===== src/rtl/muldiv_unit_if.sv =====
// Handshake and data bundle between the issue/write-back logic and the
// iterative RV32M multiply/divide unit.
interface muldiv_unit_if #(
    parameter int XLEN = 32
);
    logic            start;
    logic            flush;
    logic [2:0]      funct3;
    logic [XLEN-1:0] op_a;
    logic [XLEN-1:0] op_b;
    logic [4:0]      rd_in;
    logic            busy;
    logic            stall;
    logic            done;
    logic [XLEN-1:0] result;
    logic [4:0]      rd_out;

    modport master (
        output start, flush, funct3, op_a, op_b, rd_in,
        input  busy, stall, done, result, rd_out
    );

    modport slave (
        input  start, flush, funct3, op_a, op_b, rd_in,
        output busy, stall, done, result, rd_out
    );
endinterface


===== src/rtl/muldiv_unit.sv =====
// Iterative RV32M multiply/divide unit: shift-add multiply and restoring
// divide, one bit per cycle, with sign fix-up and RV32M corner-case presets.
module muldiv_unit #(
    parameter int XLEN = 32
) (
    input  logic          clk,
    input  logic          reset_n,
    muldiv_unit_if.slave  bus
);
    localparam int CW = $clog2(XLEN);

    localparam logic [1:0] S_IDLE   = 2'd0;
    localparam logic [1:0] S_PREP   = 2'd1;
    localparam logic [1:0] S_CALC   = 2'd2;
    localparam logic [1:0] S_FINISH = 2'd3;

    localparam logic [2:0] F_MUL    = 3'b000;
    localparam logic [2:0] F_MULH   = 3'b001;
    localparam logic [2:0] F_MULHSU = 3'b010;
    localparam logic [2:0] F_DIV    = 3'b100;
    localparam logic [2:0] F_REM    = 3'b110;

    localparam logic [XLEN-1:0] INT_MIN = {1'b1, {(XLEN-1){1'b0}}};

    logic [1:0]        state;
    logic [CW-1:0]     cnt;
    logic [2:0]        fn;
    logic [XLEN-1:0]   a_r;          // raw op_a, then multiplicand / dividend magnitude
    logic [XLEN-1:0]   b_r;          // raw op_b, then divisor magnitude
    logic [2*XLEN-1:0] acc;          // product, or quotient in the low half
    logic [XLEN-1:0]   rem_r;
    logic              sign_a;
    logic              sign_b;
    logic              special;
    logic [XLEN-1:0]   special_val;
    logic [XLEN-1:0]   result_r;
    logic [4:0]        rd_r;
    logic              done_r;

    // Operand signedness and magnitudes, evaluated on the raw operands in PREP.
    logic            is_div;
    logic            a_signed;
    logic            b_signed;
    logic            neg_a;
    logic            neg_b;
    logic [XLEN-1:0] mag_a;
    logic [XLEN-1:0] mag_b;
    logic            div_by_zero;
    logic            div_overflow;
    logic [XLEN-1:0] preset_val;

    assign is_div   = fn[2];
    assign a_signed = (fn == F_MULH) | (fn == F_MULHSU) | (fn == F_DIV) | (fn == F_REM);
    assign b_signed = (fn == F_MULH) | (fn == F_DIV) | (fn == F_REM);
    assign neg_a    = a_signed & a_r[XLEN-1];
    assign neg_b    = b_signed & b_r[XLEN-1];
    assign mag_a    = neg_a ? -a_r : a_r;
    assign mag_b    = neg_b ? -b_r : b_r;

    assign div_by_zero  = is_div & (b_r == '0);
    assign div_overflow = ((fn == F_DIV) | (fn == F_REM)) & (a_r == INT_MIN) & (b_r == '1);

    // fn[1] selects REM/REMU over DIV/DIVU.
    always_comb begin
        // NOTE: assign a default before any branch so the block stays purely combinational (no latch).
        preset_val = '0;
        if (div_by_zero)
            preset_val = fn[1] ? a_r : '1;
        else if (div_overflow)
            preset_val = fn[1] ? '0 : INT_MIN;
    end

    // One multiply step: add multiplicand into the upper half when the
    // multiplier LSB is set, then shift the whole accumulator right.
    logic [XLEN:0]     mul_sum;
    logic [2*XLEN-1:0] mul_next;

    assign mul_sum  = {1'b0, acc[2*XLEN-1:XLEN]} + ({1'b0, a_r} & {(XLEN+1){acc[0]}});
    assign mul_next = {mul_sum, acc[XLEN-1:1]};

    // One restoring-divide step on an XLEN+1 bit working remainder.
    logic [XLEN:0]   rem_shift;
    logic            div_ge;
    logic [XLEN-1:0] rem_next;
    logic [XLEN-1:0] quo_next;

    assign rem_shift = {rem_r, acc[XLEN-1]};
    assign div_ge    = rem_shift >= {1'b0, b_r};
    assign rem_next  = div_ge ? XLEN'(rem_shift - {1'b0, b_r}) : rem_shift[XLEN-1:0];
    assign quo_next  = {acc[XLEN-2:0], div_ge};

    // Sign fix-up and result selection for FINISH.
    logic [2*XLEN-1:0] prod_fix;
    logic [XLEN-1:0]   quo_fix;
    logic [XLEN-1:0]   rem_fix;
    logic [XLEN-1:0]   final_val;

    assign prod_fix = (sign_a ^ sign_b) ? -acc : acc;
    assign quo_fix  = (sign_a ^ sign_b) ? -acc[XLEN-1:0] : acc[XLEN-1:0];
    assign rem_fix  = sign_a ? -rem_r : rem_r;

    always_comb begin
        final_val = quo_fix;
        if (special)
            final_val = special_val;
        else if (!is_div)
            final_val = (fn == F_MUL) ? prod_fix[XLEN-1:0] : prod_fix[2*XLEN-1:XLEN];
        else if (fn[1])
            final_val = rem_fix;
    end

    // The done cycle is excluded so a start held through it lands one cycle later.
    logic accept;
    assign accept = bus.start & (state == S_IDLE) & ~done_r;

    always_ff @(posedge clk or negedge reset_n) begin
        if (!reset_n) begin
            state       <= S_IDLE;
            cnt         <= '0;
            fn          <= '0;
            a_r         <= '0;
            b_r         <= '0;
            acc         <= '0;
            rem_r       <= '0;
            sign_a      <= 1'b0;
            sign_b      <= 1'b0;
            special     <= 1'b0;
            special_val <= '0;
            result_r    <= '0;
            rd_r        <= '0;
            done_r      <= 1'b0;
        end else begin
            // NOTE: non-blocking assignments so every register samples pre-edge values.
            done_r <= 1'b0;
            if (bus.flush) begin
                state <= S_IDLE;
            end else begin
                case (state)
                    S_IDLE: begin
                        if (accept) begin
                            fn    <= bus.funct3;
                            a_r   <= bus.op_a;
                            b_r   <= bus.op_b;
                            rd_r  <= bus.rd_in;
                            state <= S_PREP;
                        end
                    end
                    S_PREP: begin
                        sign_a      <= neg_a;
                        sign_b      <= neg_b;
                        a_r         <= mag_a;
                        b_r         <= mag_b;
                        rem_r       <= '0;
                        cnt         <= '0;
                        acc         <= {{XLEN{1'b0}}, (is_div ? mag_a : mag_b)};
                        special     <= div_by_zero | div_overflow;
                        special_val <= preset_val;
                        state       <= (div_by_zero | div_overflow) ? S_FINISH : S_CALC;
                    end
                    S_CALC: begin
                        if (is_div) begin
                            acc   <= {acc[2*XLEN-1:XLEN], quo_next};
                            rem_r <= rem_next;
                        end else begin
                            acc <= mul_next;
                        end
                        cnt <= cnt + 1'b1;
                        if (cnt == CW'(XLEN-1))
                            state <= S_FINISH;
                    end
                    S_FINISH: begin
                        result_r <= final_val;
                        done_r   <= 1'b1;
                        state    <= S_IDLE;
                    end
                    default: state <= S_IDLE;
                endcase
            end
        end
    end

    assign bus.busy   = (state != S_IDLE);
    assign bus.stall  = (state != S_IDLE) | (bus.start & (state == S_IDLE));
    assign bus.done   = done_r;
    assign bus.result = result_r;
    assign bus.rd_out = rd_r;

endmodule


===== src/flat_wrapper.sv =====
// flat-port wrapper written by rule: the top's interface ports become plain ports
module muldiv_unit_flat 
#(
    parameter int XLEN = 32
)
  (clk, reset_n, bus_start, bus_flush, bus_funct3, bus_op_a, bus_op_b, bus_rd_in, bus_busy, bus_stall, bus_done, bus_result, bus_rd_out);
  muldiv_unit_if #(.XLEN(XLEN)) bus_i ();
  input  logic clk;
  input  logic reset_n;
  input wire logic [$bits(bus_i.start)-1:0] bus_start;
  input wire logic [$bits(bus_i.flush)-1:0] bus_flush;
  input wire logic [$bits(bus_i.funct3)-1:0] bus_funct3;
  input wire logic [$bits(bus_i.op_a)-1:0] bus_op_a;
  input wire logic [$bits(bus_i.op_b)-1:0] bus_op_b;
  input wire logic [$bits(bus_i.rd_in)-1:0] bus_rd_in;
  output wire logic [$bits(bus_i.busy)-1:0] bus_busy;
  output wire logic [$bits(bus_i.stall)-1:0] bus_stall;
  output wire logic [$bits(bus_i.done)-1:0] bus_done;
  output wire logic [$bits(bus_i.result)-1:0] bus_result;
  output wire logic [$bits(bus_i.rd_out)-1:0] bus_rd_out;
  assign bus_i.start = bus_start;
  assign bus_i.flush = bus_flush;
  assign bus_i.funct3 = bus_funct3;
  assign bus_i.op_a = bus_op_a;
  assign bus_i.op_b = bus_op_b;
  assign bus_i.rd_in = bus_rd_in;
  assign bus_busy = bus_i.busy;
  assign bus_stall = bus_i.stall;
  assign bus_done = bus_i.done;
  assign bus_result = bus_i.result;
  assign bus_rd_out = bus_i.rd_out;
  muldiv_unit #(.XLEN(XLEN)) u_core (.clk(clk), .reset_n(reset_n), .bus(bus_i));
endmodule

===== config.mk =====
export PLATFORM = sky130hd
export DESIGN_NAME = muldiv_unit_flat
export DESIGN_NICKNAME = d
export VERILOG_FILES = /design/src/rtl/muldiv_unit_if.sv /design/src/rtl/muldiv_unit.sv /design/src/flat_wrapper.sv
export SDC_FILE = /design/constraint.sdc
export NUM_CORES = 1
export LEC_CHECK = 0
export BUFFER_PORTS_ARGS = -buffer_cell sky130_fd_sc_hd__buf_2
export CAP_MARGIN = 20
export CORE_UTILIZATION = 40
export DETAILED_ROUTE_END_ITERATION = 16
export PLACE_DENSITY = 0.61
export SLEW_MARGIN = 0
export SYNTH_ARGS = -nofsm -noshare
export SYNTH_HDL_FRONTEND = slang
export SYNTH_SLANG_ARGS = --single-unit

===== constraint.sdc =====
create_clock -name clk -period 3 [get_ports clk]
set_input_delay 0.6 -clock clk [delete_from_list [all_inputs] [get_ports clk]]
set_output_delay 0.6 -clock clk [all_outputs]
set_load 0.03 [all_outputs]

==> run metrics, run 1 <==
Final Max Slew Viols=0; diode count=0; Routability Congestion=0.986; area of the multi-input gates=12600 µm²; flops & latches, synth=243; crit path kind=register to register; final WL=76.4 mm; I/O Buffers=115; setup TNS=-0.195 ns; largest delay contributor family on the critical path=simple AND/OR/NAND/NOR gates; CP max-delay cell=or4_4; setup ws final=-0.0651 ns; Initial Util=40.9%; Yosys top cell area share=32.5%; Clock Tree Root=clkbuf_16; register area=6090 µm²; clock sinks=243; Max-Slew Margin vs Limit=33.9%; Worst setup EP type=register; fin crit share=102%; Yosys Warn Count=0; Peak VDD IR=0.787 mV; Max Fanout on Critical Path=5; post-layout util=52.9%; largest area contributor in the synthesized netlist=dfrtp_1; Hold Path Class=primary input to async pin; Worst EP required=3.41 ns; Final #Nets=2764; total power=33.0 mW; Tmin final=3.07 ns; Max Freq=326 MHz; Synth Area in XOR/XNOR=9.50%; Clock transition at path regs=0.06 ns; DIE AREA=47600 µm²; layout overhead on the synthesized area=29.5%; hold_buf cts=0; Core ar.=45800 µm²; Async S/R FF share, synth=100%; P per Cell Area=1360 nW/µm²; Worst Setup Start Kind=register; post-synthesis mux area share=6.11%; post-synthesis adder-cell area fraction=5.30%; Final Hold Fails=0; clk_skew=0.0143 ns; Post-synth EDFFs=0; vias in the first global route=18700; H-tree levels=2; chip height=218 µm; Netlist cell types=73; compound-cell area share of the yosys netlist=23.9%; largest net degree at the start of global routing=73; die span in x=218 µm; antenna violations before repair=4; post-route ant nets=0; post-synthesis simple-gate area fraction=18.0%; CTS Buf Count=34; HPWL Detailed=58.7 mm; Post-Syn Nets=2414; sequential cell area fraction in the yosys report=32.5%; DRC viols=0; # placed instances=3143; Via density=5.94; GRT Total Usage=31.9%; TritonCTS clock tree=done; Syn Std Cell Area=18700 µm²; RSZ-0062 raised after global routing=yes; wire length per cell=23.6 µm; Final Setup Violations=5; Clock Tree Buf Depth=3; Ports=116; failing checks=setup timing; critical path data arrival time=3.48 ns; Non-Filler Instances=3235; outcome=finished, violations left; Crit path largest cell delay=0.54 ns; Synth Instances=2260; Skew-Pair Late Insertion Delay=0.55 ns; syn_area_per_cell=8.28 µm²; Initial DRT Pass Iterations=6; gr ovfl total=0; Synth Flop Type=dfrtp_1; Worst Max-Slew Pin Slew=0.992 ns; Buf+Inv Stages, Crit Path=0; ordered list of cells on the worst path=or4_4 > or4_4 > or3_4 > or3_4 > o41ai_4 > xor2_1 > o221ai_1 > a21oi_1 > a21oi_1; via count=19200; first-pass GRT wire length=114 mm; fraction of layout instances using a drive strength above 1=27.2%; DRT iter0 DRCs=1825; largest family of logic cells by synthesized area=compound AO/OA/AOI/OAI gates; Leak=10.8 nW; Synth area leaders=dfrtp_1, o21ai_0, nand2_1; max-cap violations=0; fill cell count=4248; row count=78
==> Yosys cell counts (all sizes together), types with 4 or more instances <==
cell and n:
nand2 284, dfrtp 243, o21ai 229, a21oi 203, clkbuf 130, xnor2 117
nor2 115, xor2 86, inv 82, ha 76, mux2i 58, o31ai 57
nand3 41, a21o 39, nor2b 39, o22ai 38, and2 37, nor3 37
o221ai 29, nor4 25, a31oi 24, nand4 23, mux4 20, nand2b 20
or4 20, or3 19, and3 16, o41ai 16, buf 14, a32oi 10
mux2 10, o21a 9, a22oi 8, a221oi 7, o211ai 7, o21bai 7
a211oi 6, a22o 6, or2 5, a211o 4, nand4b 4, nor3b 4
o31a 4
==> path summary, 6_finish.rpt <==
| check | startpoint | slack (ns) | to | depth (start not counted) |
|---|---|---|---|---|
| max in group asynchronous | reset_n | 2.14 | u_core.fn[2] | 2 |
| setup / recovery | u_core.rem_r[13] | -0.07 | u_core.bus.result[25] | 9 |
| hold / removal | reset_n | 0.007 | u_core.rem_r[22] | 1 |
| min in group clk | bus_rd_in[3] | 0.28 | u_core.bus.rd_out[3] | 2 |
| setup reg to reg | u_core.rem_r[13] | -0.07 | u_core.bus.result[25] | 9 |
| hold reg to reg | u_core.special_val[29] | 0.47 | u_core.special_val[29] | 2 |
==> stage by stage <==
step / hold WS [ns] / area [µm²] / worst slack [ns]
6_report: 0.00706 / 24200 / -0.0651
5_1_grt: 0.0472 / 24200 / -0.161
4_1_cts: 0.0321 / 23500 / -0.0515
3_5_place_dp: 0.461 / 21900 / -0.330
3_3_place_gp: 0.456 / 21900 / -0.263
2_1_floorplan: 0.304 / 18700 / 0.0179
==> layout make-up <==
type                    instances  area share, %
clock buffers                  52           4.38
repair buffers                458           13.6
multi-input cells            1790           52.2
inverters                      83           1.29
clock inverters                 9          0.305
well taps                     600           3.10
flip-flops and latches        243           25.1
==> layout by cell type (no fill, tap or decap), types with 37 or more instances in the layout <==
| cell type | count |
|---|---|
| a21o_1 | 39 |
| a21oi_1 | 185 |
| buf_2 | 114 |
| buf_4 | 327 |
| clkbuf_16 | 37 |
| dfrtp_1 | 238 |
| ha_1 | 57 |
| inv_1 | 78 |
| mux2i_1 | 56 |
| nand2_1 | 280 |
| nand3_1 | 39 |
| nor2_1 | 104 |
| nor2b_1 | 37 |
| o21ai_0 | 190 |
| o22ai_1 | 38 |
| o31ai_1 | 47 |
| xnor2_1 | 112 |
| xor2_1 | 82 |
==> cell families after synthesis <==
logic type	after synthesis
AOI/OAI and AO/OA	727
and+or+nand+nor	694
DFF	243
buffers and inverters	227
xor gates and xnor gates	203
muxes	88
adders and majority gates	78
==> sequential cells by signal, indices dropped and copies added, names as in the netlist <==
| name | cells |
|---|---|
| u_core.sign_b | 1 |
| u_core.cnt | 5 |
| u_core.special | 1 |
| u_core.sign_a | 1 |
| u_core.b_r | 32 |
| u_core.special_val | 32 |
| u_core.bus.result | 32 |
| u_core.fn | 3 |
| u_core.state | 2 |
| u_core.a_r | 32 |
| u_core.rem_r | 32 |
| u_core.bus.rd_out | 5 |
| u_core.acc | 64 |
| u_core.bus.done | 1 |
==> power by group <==
| group | switching [mW] | internal (mW) |
|---|---|---|
| clock | 1.66 | 2.53 |
| sequential | 1.52 | 4.57 |
| combinational | 13.1 | 9.58 |
==> per-layer routing <==
layer,global-route usage (%),wire length (µm)
met5,0,17
met3,7.31,6350
met2,47.7,33300
met4,14.3,3460
met1,43.5,33300
==> repair_timing <==
action,in CTS,in global routing
pin swaps,28,44
resized for setup,53,160
gates cloned,1,0
setup endpoints to repair,65,94
setup buffers,13,18
Power figures use the tool's default switching activity.
==> run 2: changes to the inputs <==
CORE_MARGIN = 2   (was unset)
==> run 2 against run 1 <==
  * The flow still finishes with violations (setup timing)
  * Final area rose by 0.26%
  * Register-to-register slack got worse by 0.03 ns
  * Clock skew rose by 0.014 ns
  * Combinational power rose by 2%
  * Clock-buffer cell count fell by 8
  * Routed wire length fell by 0.83%
  * Sequential power barely moved
  * Critical path depth rose by 4
  * Sequential share of layout area fell by 0.054 points
  * Critical path type unchanged
  * Critical endpoint is now u_core.acc[59]
  * Largest power group unchanged
==> run metrics, run 2 (synthesis gave the netlist of run 1 again) <==
outcome=finished, violations left; failing checks=setup timing; fin crit share=103% (+1.1 points); critical path data arrival time=3.57 ns (+0.09 ns); Initial Util=40.4% (-0.52 points); crit path kind=register to register; GRT Total Usage=30.3% (-1.6 points); DRC viols=0 (unchanged); R2R Setup Slk=-0.1 ns (-0.03 ns); most frequent cells in the layout=buf_4, nand2_1, dfrtp_1; Max Freq=323 MHz (-1.1%); Final #Nets=2769 (+0.18%); Worst Setup Start Kind=register; antenna violations before repair=2 (-2); TritonCTS clock tree=done; post-route ant nets=0 (unchanged); Max-Slew Margin vs Limit=28.0% (-5.9 points); Worst EP required=3.48 ns (+0.07 ns); Hold Path Depth=2; P per Cell Area=1380 nW/µm² (+1.1%); DRT iter0 DRCs=2218 (+22%); Hold Path Class=primary input to register; Worst setup EP type=register; ordered list of cells on the worst path=buf_6 > buf_12 > and2_1 > ha_1 > a21oi_1 > o21ai_0 > a21oi_1 > o21ai_0 > a31o_2 > o2111ai_4 > a21boi_2 > or3_1 > a32o_1; setup TNS=-0.286 ns (-0.0907 ns); Core ar.=46400 µm² (+1.3%); H-tree levels=1 (-1); fraction of layout instances using a drive strength above 1=27.1% (-0.12 points); Skew-Pair Late Insertion Delay=0.61 ns (+0.06 ns); Final Hold Fails=0 (unchanged); Routability Congestion=1.02 (+3.0%); Leak=10.8 nW (+0.43%); Peak VDD IR=0.628 mV (-20%); Worst Max-Slew Pin Slew=1.08 ns (+0.0866 ns); Buf+Inv Stages, Crit Path=2 (+2); clock sinks=243 (unchanged); WHS Endpoint=u_core.bus.rd_out[4]; largest net degree at the start of global routing=64 (-12%); worst r2r src=u_core.acc[0]; setup ws final=-0.0988 ns (-0.0337 ns); CTS Buf Count=31 (-8.8%); Post-DP Area=22000 µm² (+0.47%); die span in x=220 µm (+0.92%); Clock Tree Buf Depth=3 (unchanged); Top reg by flops=u_core.acc; Clock Tree Root=clkbuf_16; layout overhead on the synthesized area=29.8%; DIE AREA=48500 µm² (+1.8%); reg2reg path depth=13 (+4); gr ovfl total=0 (unchanged); commonest non-fill, non-tap cell in the layout=buf_4; vias in the first global route=18300 (-2.3%); final WL=75.8 mm (-0.83%); first-pass GRT wire length=112 mm (-2.2%); Non-Filler Instances=3246 (+0.34%); via count=19400 (+0.84%); Initial DRT Pass Iterations=6 (unchanged); max-cap violations=0 (unchanged); Final Setup Violations=9 (+4); Clock transition at path regs=0.06 ns (about the same); HPWL Detailed=57.7 mm (-1.7%); final instance area=24300 µm² (+0.26%); Final Max Slew Viols=0 (unchanged); diode count=0 (unchanged); pre-CTS setup slack=-0.322 ns (+0.00777 ns); RSZ-0062 raised after global routing=yes; Crit path largest cell delay=0.40 ns (-0.14 ns); reg-to-reg endpoint=u_core.acc[59]; post-layout util=52.4% (-0.54 points); Via density=5.97 (+0.50%); I/O Buffers=115 (unchanged); chip height=220 µm (+0.92%); Ports=116 (unchanged); row count=79 (+1.3%); max FFs per register=64 (unchanged); largest delay contributor family on the critical path=compound AO/OA/AOI/OAI gates; CP max-delay cell=dfrtp_1; fill cell count=4319 (+1.7%); Tmin final=3.10 ns (+0.0337 ns); Max Fanout on Critical Path=26 (+21); # placed instances=3161 (+0.57%); clk_skew=0.0281 ns (+0.0137 ns); wire length per cell=23.3 µm (-1.2%); source of the worst hold timing path=bus_rd_in[4]
==> run 2: area by class of cell <==
| cell class | count | area [µm²] | area share (%) |
|---|---|---|---|
| tap | 607 | 759 | 3.13 |
| timing repair buffer | 466 | 3400 | 14.0 |
| clock buffer | 44 | 895 | 3.68 |
| clock inverter | 13 | 224 | 0.922 |
| sequential | 243 | 6090 | 25.1 |
| inverter | 83 | 312 | 1.28 |
| multi-input combinational | 1790 | 12600 | 51.9 |
==> run 2: per-stage QoR <==
stage / power [mW] / hold slack, ns
after global placement: 26.6 / 0.457
after detailed placement: 26.9 / 0.463
after global routing: 35.4 / 0.220
final: 33.4 / 0.221
after floorplan: 18.5 / 0.304
after CTS: 31.6 / 0.199
==> run 2: worst max path at each step <==
stage                     start                     to  slack [ns]  depth (start not counted)
6_report          u_core.acc[0]         u_core.acc[59]        -0.1                         13
5_1_grt           u_core.acc[0]         u_core.acc[59]       -0.18                         14
4_1_cts        u_core.rem_r[13]  u_core.bus.result[28]       -0.08                          8
3_5_place_dp      u_core.acc[0]         u_core.acc[59]       -0.32                         12
3_3_place_gp      u_core.acc[0]         u_core.acc[59]       -0.31                         12
2_1_floorplan    u_core.acc[46]  u_core.bus.result[31]        0.02                          9
==> run 2: metal layers <==
layer	global-route usage, %	vias to the layer above	routed length [µm]
met5	0	-	13
met4	11.4	2	3330
met3	5.94	167	6760
met2	45.5	899	32800
met1	43.0	9404	32900
li1	-	8891	-
==> run 2: timing repair <==
item | 4_1_cts | 5_1_grt
endpoints found under the hold margin | 15 | 0
resized for setup | 40 | 169
endpoints found under the setup margin | 58 | 84
pin swaps | 16 | 49
cloned | 0 | 3
hold buffers | 1 | 0
setup buffers | 8 | 17
==> run 2: where the power goes <==
group	total, mW	switching, mW	leakage [nW]	internal (mW)
clock	4.17	1.60	0.545	2.57
sequential	6.08	1.51	3.13	4.57
combinational	23.2	13.4	7.17	9.77
total	33.4	16.5	10.8	16.9
